### config.mk
export PLATFORM = sky130hd
export DESIGN_NAME = fi_mem_responder
export DESIGN_NICKNAME = d
export VERILOG_FILES = /design/src/rtl/fi_pkg.sv /design/src/rtl/fi_req_fifo.sv /design/src/rtl/fi_mem_responder.sv
export SDC_FILE = /design/constraint.sdc
export NUM_CORES = 1
export LEC_CHECK = 0
export CORE_UTILIZATION = 50
export DETAILED_ROUTE_END_ITERATION = 8
export PLACE_DENSITY = 0.84
export SKIP_CTS_REPAIR_TIMING = 1
export SYNTH_ARGS = -nofsm -noshare
export SYNTH_HDL_FRONTEND = slang
export SYNTH_HIERARCHICAL = 1
export SYNTH_SLANG_ARGS = --single-unit
### constraint.sdc
create_clock -name clock -period 3.5 [get_ports clock]
set_input_delay 0.875 -clock clock [delete_from_list [all_inputs] [get_ports clock]]
set_output_delay 0.875 -clock clock [all_outputs]
set_load 0.01 [all_outputs]
### src/rtl/fi_pkg.sv
// Shared types and default bounds for the formal memory responder.
// Request entries, response FSM states and the counter width live here.
package fi_pkg;

    localparam int FI_DEF_DEPTH         = 4;
    localparam int FI_DEF_MAX_GNT_STALL = 3;
    localparam int FI_DEF_MAX_RSP_STALL = 3;
    localparam int FI_DEF_ALLOW_ERROR   = 0;
    localparam int FI_CNT_W             = 5;

    typedef struct packed {
        logic        wen;
        logic [31:0] addr;
    } fi_req_t;

    typedef enum logic {
        IDLE = 1'b0,
        RESP = 1'b1
    } fi_rsp_state_t;

endpackage

### src/rtl/fi_req_fifo.sv
// Small synchronous FIFO of accepted requests; head is read combinationally
// so the responder can see the head entry's type on the response edge.
module fi_req_fifo
    import fi_pkg::*;
#(
    parameter int DEPTH = FI_DEF_DEPTH
) (
    input  logic                     clock,
    input  logic                     reset,
    input  logic                     push,
    input  fi_req_t                  push_data,
    input  logic                     pop,
    output fi_req_t                  head,
    output logic                     full,
    output logic                     empty,
    output logic [$clog2(DEPTH):0]   count
);

    localparam int AW = $clog2(DEPTH);

    fi_req_t        mem_reg [DEPTH];
    logic [AW:0]    wr_ptr_reg;
    logic [AW:0]    rd_ptr_reg;

    // Pointers carry one extra MSB so full and empty are distinguishable.
    assign empty = (wr_ptr_reg == rd_ptr_reg);
    assign full  = (wr_ptr_reg[AW] != rd_ptr_reg[AW]) &&
                   (wr_ptr_reg[AW-1:0] == rd_ptr_reg[AW-1:0]);
    assign count = wr_ptr_reg - rd_ptr_reg;
    assign head  = mem_reg[rd_ptr_reg[AW-1:0]];

    always_ff @(posedge clock) begin
        if (reset) begin
            wr_ptr_reg <= '0;
            rd_ptr_reg <= '0;
        end else begin
            if (push && !full) begin
                wr_ptr_reg <= wr_ptr_reg + 1'b1;
            end
            if (pop && !empty) begin
                rd_ptr_reg <= rd_ptr_reg + 1'b1;
            end
        end
    end

    always_ff @(posedge clock) begin
        if (push && !full) begin
            mem_reg[wr_ptr_reg[AW-1:0]] <= push_data;
        end
    end

endmodule

### src/rtl/fi_mem_responder.sv
// Nondeterministic memory responder for one core port: solver-driven grants
// and responses, bounded so that req/gnt/recv/ack traffic is always fair.
module fi_mem_responder
    import fi_pkg::*;
#(
    parameter int DEPTH         = FI_DEF_DEPTH,
    parameter int MAX_GNT_STALL = FI_DEF_MAX_GNT_STALL,
    parameter int MAX_RSP_STALL = FI_DEF_MAX_RSP_STALL,
    parameter int ALLOW_ERROR   = FI_DEF_ALLOW_ERROR
) (
    input  logic                     clock,
    input  logic                     reset,
    input  logic                     mem_req,
    output logic                     mem_gnt,
    input  logic                     mem_wen,
    input  logic [31:0]              mem_addr,
    output logic                     mem_recv,
    input  logic                     mem_ack,
    output logic                     mem_error,
    output logic [31:0]              mem_rdata,
    input  logic                     nd_gnt,
    input  logic                     nd_rsp,
    input  logic [31:0]              nd_rdata,
    input  logic                     nd_error,
    output logic [$clog2(DEPTH):0]   outstanding
);

    fi_req_t                push_data;
    fi_req_t                head;
    logic                   full;
    logic                   empty;
    logic [$clog2(DEPTH):0] count;
    logic                   push;
    logic                   pop;
    logic                   gnt_force;
    logic                   rsp_force;
    logic                   go_resp;

    fi_rsp_state_t          state_reg, state_next;
    logic [FI_CNT_W-1:0]    gnt_stall_reg, gnt_stall_next;
    logic [FI_CNT_W-1:0]    rsp_wait_reg, rsp_wait_next;
    logic                   recv_reg, recv_next;
    logic                   error_reg, error_next;
    logic [31:0]            rdata_reg, rdata_next;

    assign push_data = '{wen: mem_wen, addr: mem_addr};

    fi_req_fifo #(
        .DEPTH (DEPTH)
    ) u_req_fifo (
        .clock     (clock),
        .reset     (reset),
        .push      (push),
        .push_data (push_data),
        .pop       (pop),
        .head      (head),
        .full      (full),
        .empty     (empty),
        .count     (count)
    );

    assign gnt_force = (gnt_stall_reg == FI_CNT_W'(MAX_GNT_STALL - 1));
    assign rsp_force = (rsp_wait_reg == FI_CNT_W'(MAX_RSP_STALL - 1));
    assign mem_gnt   = mem_req && !full && (nd_gnt || gnt_force);
    assign push      = mem_gnt;
    // recv only rises with an entry present, so a pop never hits an empty FIFO.
    assign pop       = recv_reg && mem_ack;
    assign go_resp   = !empty && (nd_rsp || rsp_force);

    always_comb begin
        gnt_stall_next = gnt_stall_reg;
        if (mem_gnt) begin
            gnt_stall_next = '0;
        end else if (mem_req && !full) begin
            gnt_stall_next = gnt_stall_reg + 1'b1;
        end
    end

    always_comb begin
        state_next    = state_reg;
        rsp_wait_next = rsp_wait_reg;
        recv_next     = recv_reg;
        error_next    = error_reg;
        rdata_next    = rdata_reg;
        case (state_reg)
            IDLE: begin
                if (go_resp) begin
                    state_next    = RESP;
                    rsp_wait_next = '0;
                    recv_next     = 1'b1;
                    rdata_next    = head.wen ? 32'h0 : nd_rdata;
                    error_next    = (ALLOW_ERROR != 0) && nd_error;
                end else if (empty) begin
                    rsp_wait_next = '0;
                end else begin
                    rsp_wait_next = rsp_wait_reg + 1'b1;
                end
            end
            RESP: begin
                // Response payload is frozen until the core takes it.
                if (mem_ack) begin
                    state_next = IDLE;
                    recv_next  = 1'b0;
                    error_next = 1'b0;
                    rdata_next = 32'h0;
                end
            end
            default: begin
                state_next = IDLE;
                recv_next  = 1'b0;
                error_next = 1'b0;
                rdata_next = 32'h0;
            end
        endcase
    end

    always_ff @(posedge clock) begin
        if (reset) begin
            state_reg     <= IDLE;
            gnt_stall_reg <= '0;
            rsp_wait_reg  <= '0;
            recv_reg      <= 1'b0;
            error_reg     <= 1'b0;
            rdata_reg     <= 32'h0;
        end else begin
            state_reg     <= state_next;
            gnt_stall_reg <= gnt_stall_next;
            rsp_wait_reg  <= rsp_wait_next;
            recv_reg      <= recv_next;
            error_reg     <= error_next;
            rdata_reg     <= rdata_next;
        end
    end

    assign mem_recv    = recv_reg;
    assign mem_error   = error_reg;
    assign mem_rdata   = rdata_reg;
    assign outstanding = count;

endmodule
Word-level counts from Yosys, hierarchy flattened:

Memories as Yosys holds them, arrays and structs flattened. A register that Yosys moved wholly into a read port is not among the register bits.
Cells that the tools add are included.

* output and inout bits: 38
* register bits: 51
* bits in writable memories: 132
* memories: 1
* bits of input ports: 72
* word-level logic and storage cells: 53

* mux-type cells: 18
* $add $sub $neg: 5
* bitwise gates (word level): 1
* reduce and logical (&&, ||, !) cells: 13
* equality and inequality tests: 7

Memories
* u_req_fifo.mem_reg: words 4, bits a word 33, read ports 1, clocked after Yosys merged registers in 1, write ports 1, line fi_req_fifo.sv:21 `fi_req_t mem_reg [DEPTH];`

Operators with widths (count)
* two-way mux 32 bit: 3
* case mux 32 bit (2 select lines): 1
* adder 5 x 1 -> 5 bit (second input constant): 2
* equality test 5 x 2 -> 1 bit (second input constant): 2
* two-way mux 5 bit: 2
* logical AND 1 bit: 7
* two-way mux 1 bit: 7
* adder 3 x 1 -> 3 bit (second input constant): 2
* case mux 1 bit (2 select lines): 3
* two-way mux 2 bit: 2
* != test 2 bit (second input constant): 2
* equality test 3 bit: 1
* subtractor 3 bit: 1
* equality test 2 bit: 1
* logical NOT 1 bit: 2
* logical OR 1 bit: 2
* AND reduction 2 bit: 1
* OR reduction 2 bit: 1
* != test 1 bit: 1
* NOT 1 bit: 1

Depth between registers and ports, before layout:

* word-level depth: 8
* gate-level depth with buffers: 11
* gate-level depth less buffers: 9

Cells and area by module:

The synthesis kept the hierarchy.

Modules (own cells, without submodules)
* fi_req_fifo: cells each 240, times used 1, area an instance 5335.1 µm², seq. area each 4124.0 µm²
* fi_mem_responder: cells each 181, times used 1, area an instance 1805.5 µm², seq. area each 880.8 µm²

Worst setup path after synthesis:

No wires, ideal clock.

* kind: register -> register
* start: register u_req_fifo.wr_ptr_reg[0]
* end: memory u_req_fifo/mem_reg[2][0] (netlist name), enable pin
* path buffers: 2
* slack: 0.145 ns
* data required time: 3.107 ns
* arrival: 2.962 ns
* cell stages (with the launch flop): 11
* period minus slack after synthesis: 3.355 ns
* library setup time: 0.393 ns
* path through: dfxtp_1 > inv_1 > ha_1 > nand2_1 > clkbuf_1 > nor2_1 > nand2b_1 > nor2_1 > clkbuf_1 > o21a_1 > and2_1

* word-level cells in the longest chain between the ends: 8

RTL lines
* start, declared: line fi_req_fifo.sv:22 `logic [AW:0] wr_ptr_reg;`
* start signal, assigned: line fi_req_fifo.sv:38 `wr_ptr_reg <= wr_ptr_reg + 1'b1;`
* equality test 2 bit: line fi_req_fifo.sv:28 `(wr_ptr_reg[AW-1:0] == rd_ptr_reg[AW-1:0]);`
* logical AND 1 bit: line fi_req_fifo.sv:27 `assign full = (wr_ptr_reg[AW] != rd_ptr_reg[AW]) &&`
* named net full: line fi_mem_responder.sv:30 `logic full;`
* logical NOT 1 bit: line fi_mem_responder.sv:64 `assign mem_gnt = mem_req && !full && (nd_gnt || gnt_force);`
* logical AND 1 bit (2 in a row): line fi_mem_responder.sv:64
* named net mem_gnt: line fi_mem_responder.sv:14 `output logic mem_gnt,`
* logical AND 1 bit: line fi_req_fifo.sv:47 `if (push && !full) begin`
* two-way mux 1 bit: line fi_req_fifo.sv:47
* two-way mux 1 bit (implied by the code): line fi_req_fifo.sv:48 `mem_reg[wr_ptr_reg[AW-1:0]] <= push_data;`
* end, declared: line fi_req_fifo.sv:21

The timed path passes the listed nets, and every way through them passes these cells.

Worst setup path in the final report:

* start: register u_req_fifo.wr_ptr_reg[0]
* end: output mem_gnt

* word-level cells in the longest chain between the ends: 5

RTL lines (line)
* equality test 2 bit: fi_req_fifo.sv:28
* logical AND 1 bit: fi_req_fifo.sv:27
* named net full: fi_mem_responder.sv:30
* logical NOT 1 bit: fi_mem_responder.sv:64
* logical AND 1 bit (2 in a row): fi_mem_responder.sv:64
* end, declared: fi_mem_responder.sv:14

The timed path passes the listed nets, and every way through them passes these cells.

==> flow_metrics.env <==
export IMPL_syn_area_um2=2550
export IMPL_via_per_inst=5.311
export IMPL_p_clk_share_pct=23.6
export IMPL_rsz0062_at_grt="false"
export IMPL_max_freq_mhz=308.4
export IMPL_finalSetupViolCount=0
export IMPL_antenna_found_initial=0
export IMPL_syn_num_nets=339
export IMPL_worstPathArrival_ns=2.37
export IMPL_p_int_uw=1010
export IMPL_core_area_um2=4817
export IMPL_grt_pass1_vias=1913
export IMPL_p_sw_share_pct=27.91
export IMPL_root_buffer="clkbuf_8"
export IMPL_drc_errors=0
export IMPL_slew_headroom_pct=38.60
export IMPL_dpl_hpwl_um=4108
export IMPL_r2r_end="mem_rdata[25]$_SDFFE_PP0P_"
export IMPL_die_h_um=73.42
export IMPL_cap_violations=0
export IMPL_clk_latency_ns=0.30
export IMPL_critPathCaptureType="primary output"
export IMPL_final_common_cell="clkdlybuf4s50_1"
export IMPL_syn_to_final_growth_pct=34.35
export IMPL_start_util_pct=52.94
export IMPL_min_delay_start="mem_rdata[24]$_SDFFE_PP0P_"
export IMPL_worst_slew_pin_slew_ns=0.9211
export IMPL_switching_power_uw=391.1
export IMPL_status="finished, final reports clean"
export IMPL_fin_nets=412
export IMPL_p_leak_uw=0.001331
export IMPL_whs_path_depth=2
export IMPL_hold_viol=0
export IMPL_path_max_fanout=8
export IMPL_syn_area_per_cell_um2=10.00
export IMPL_wire_per_inst_um=14.06
export IMPL_hp_class="flip-flop to flip-flop"
export IMPL_dr_total_vias=2103
export IMPL_fp_row_count=25
export IMPL_p_comb_share_pct=25.2
export IMPL_cts_tree="done"
export IMPL_finClkSkew_ns=0.007857
export IMPL_worstPathRequired_ns=2.62
export IMPL_period_share_pct=92.64
export IMPL_r2r_slack_ns=0.90
export IMPL_cp_start_kind="flip-flop"
export IMPL_port_buffers=75
export IMPL_drive_gt1_share_pct=6.079
export IMPL_drtAntennaViolNets=0
export IMPL_p_seq_share_pct=51.2
export IMPL_critical_path_class="flip-flop to primary output"
export IMPL_clk_path_buf_depth=2
export IMPL_p_total_uw=1401
export IMPL_ff2ff_path_depth=8
export IMPL_finalNonFillerCells=396
export IMPL_synth_cells=255
export IMPL_setup_tns_ns=0
export IMPL_grt_usage_pct=21.51
export IMPL_dieArea_um2=5390
export IMPL_placedCellCount=388
export IMPL_largest_reg_flops=32
export IMPL_clk_pin_slew_worst_paths_ns=0.09
export IMPL_min_to="mem_rdata[24]$_SDFFE_PP0P_"
export IMPL_cts_num_sinks=56
export IMPL_drtPass1Iterations=4
export IMPL_grt_overflow=0
export IMPL_place_congestion=0.8179
export IMPL_cts_max_level=2
export IMPL_grt_max_degree=21
export IMPL_slew_violations=0
export IMPL_n_antenna_cell=0
export IMPL_drt_iter0_markers=55
export IMPL_min_period_ns=3.242
export IMPL_power_density_nw_per_um2=409.0
export IMPL_grt_pass1_wl_um=8866
export IMPL_ir_drop_mv=0.2068
export IMPL_numCtsBuffers=5
export IMPL_routed_wl_um=5568
export IMPL_final_cell_mix="clkdlybuf4s50_1, dfxtp_1, nand2_1"
export IMPL_pin_count=110
export IMPL_yosysWarnings=6
export IMPL_worst_r2r_startpoint="u_req_fifo/wr_ptr_reg[0]$_SDFFE_PP0P_"
export IMPL_die_w_um=73.42
## final cells by class
cell class                 instances  area (um^2)
multi-input combinational        173         1255
tap                               67        83.83
clock inverter                     1        5.005
fill                             412         1391
sequential                        56         1161
timing repair buffer              83        810.8
inverter                           9        33.78
clock buffer                       7        76.32
## power by group through the flow
stage	Combinational (uW)	Sequential, uW	Clock [uW]
after floorplan	193	734	0
after global placement	343	730	0
after detailed placement	351	732	0
after CTS	355	717	346
after global routing	381	724	370
final	353	717	331
## routing by layer
| layer | wire length, um | global-route usage [%] | part of all wire, % | vias to the layer above |
|---|---|---|---|---|
| li1 | - | - | - | 1062 |
| met1 | 2541 | 26.74 | 46 | 975 |
| met2 | 2593 | 36.42 | 47 | 64 |
| met3 | 398 | 5.761 | 7.1 | 2 |
| met4 | 35 | 6.624 | 0.63 | 0 |
| met5 | 0 | 0 | 0 | - |
## through the flow
stage | util (%) | setup WS (ns) | hold WS (ns) | cell area (um^2)
4_1_cts | 71.12 | 0.2345 | 0.4702 | 3426
2_1_floorplan | - | 0.9326 | 0.4653 | 2550
3_3_place_gp | 69.43 | 0.3797 | 0.4454 | 3344
5_1_grt | 71.12 | 0.04718 | 0.4812 | 3426
6_report | 71.12 | 0.2576 | 0.4646 | 3426
3_5_place_dp | 69.43 | 0.3715 | 0.4540 | 3344
## worst max-delay path by stage
stage                     slack, ns      end                             startpoint
after floorplan                0.93  mem_gnt  u_req_fifo/wr_ptr_reg[0]$_SDFFE_PP0P_
after global placement         0.38  mem_gnt                                mem_req
after detailed placement       0.37  mem_gnt                                mem_req
after CTS                      0.23  mem_gnt  u_req_fifo/wr_ptr_reg[0]$_SDFFE_PP0P_
after global routing           0.05  mem_gnt  u_req_fifo/wr_ptr_reg[0]$_SDFFE_PP0P_
final                          0.26  mem_gnt  u_req_fifo/wr_ptr_reg[0]$_SDFFE_PP0P_
## critical path, stage by stage (launching register included)
cell	delay, ns
dfxtp_1	0.45
inv_1	0.12
ha_1	0.35
nand2_1	0.09
nor2_1	0.06
nand2b_1	0.25
nor2_1	0.19
clkdlybuf4s50_1	0.55
(Power assumes the default switching activity.)
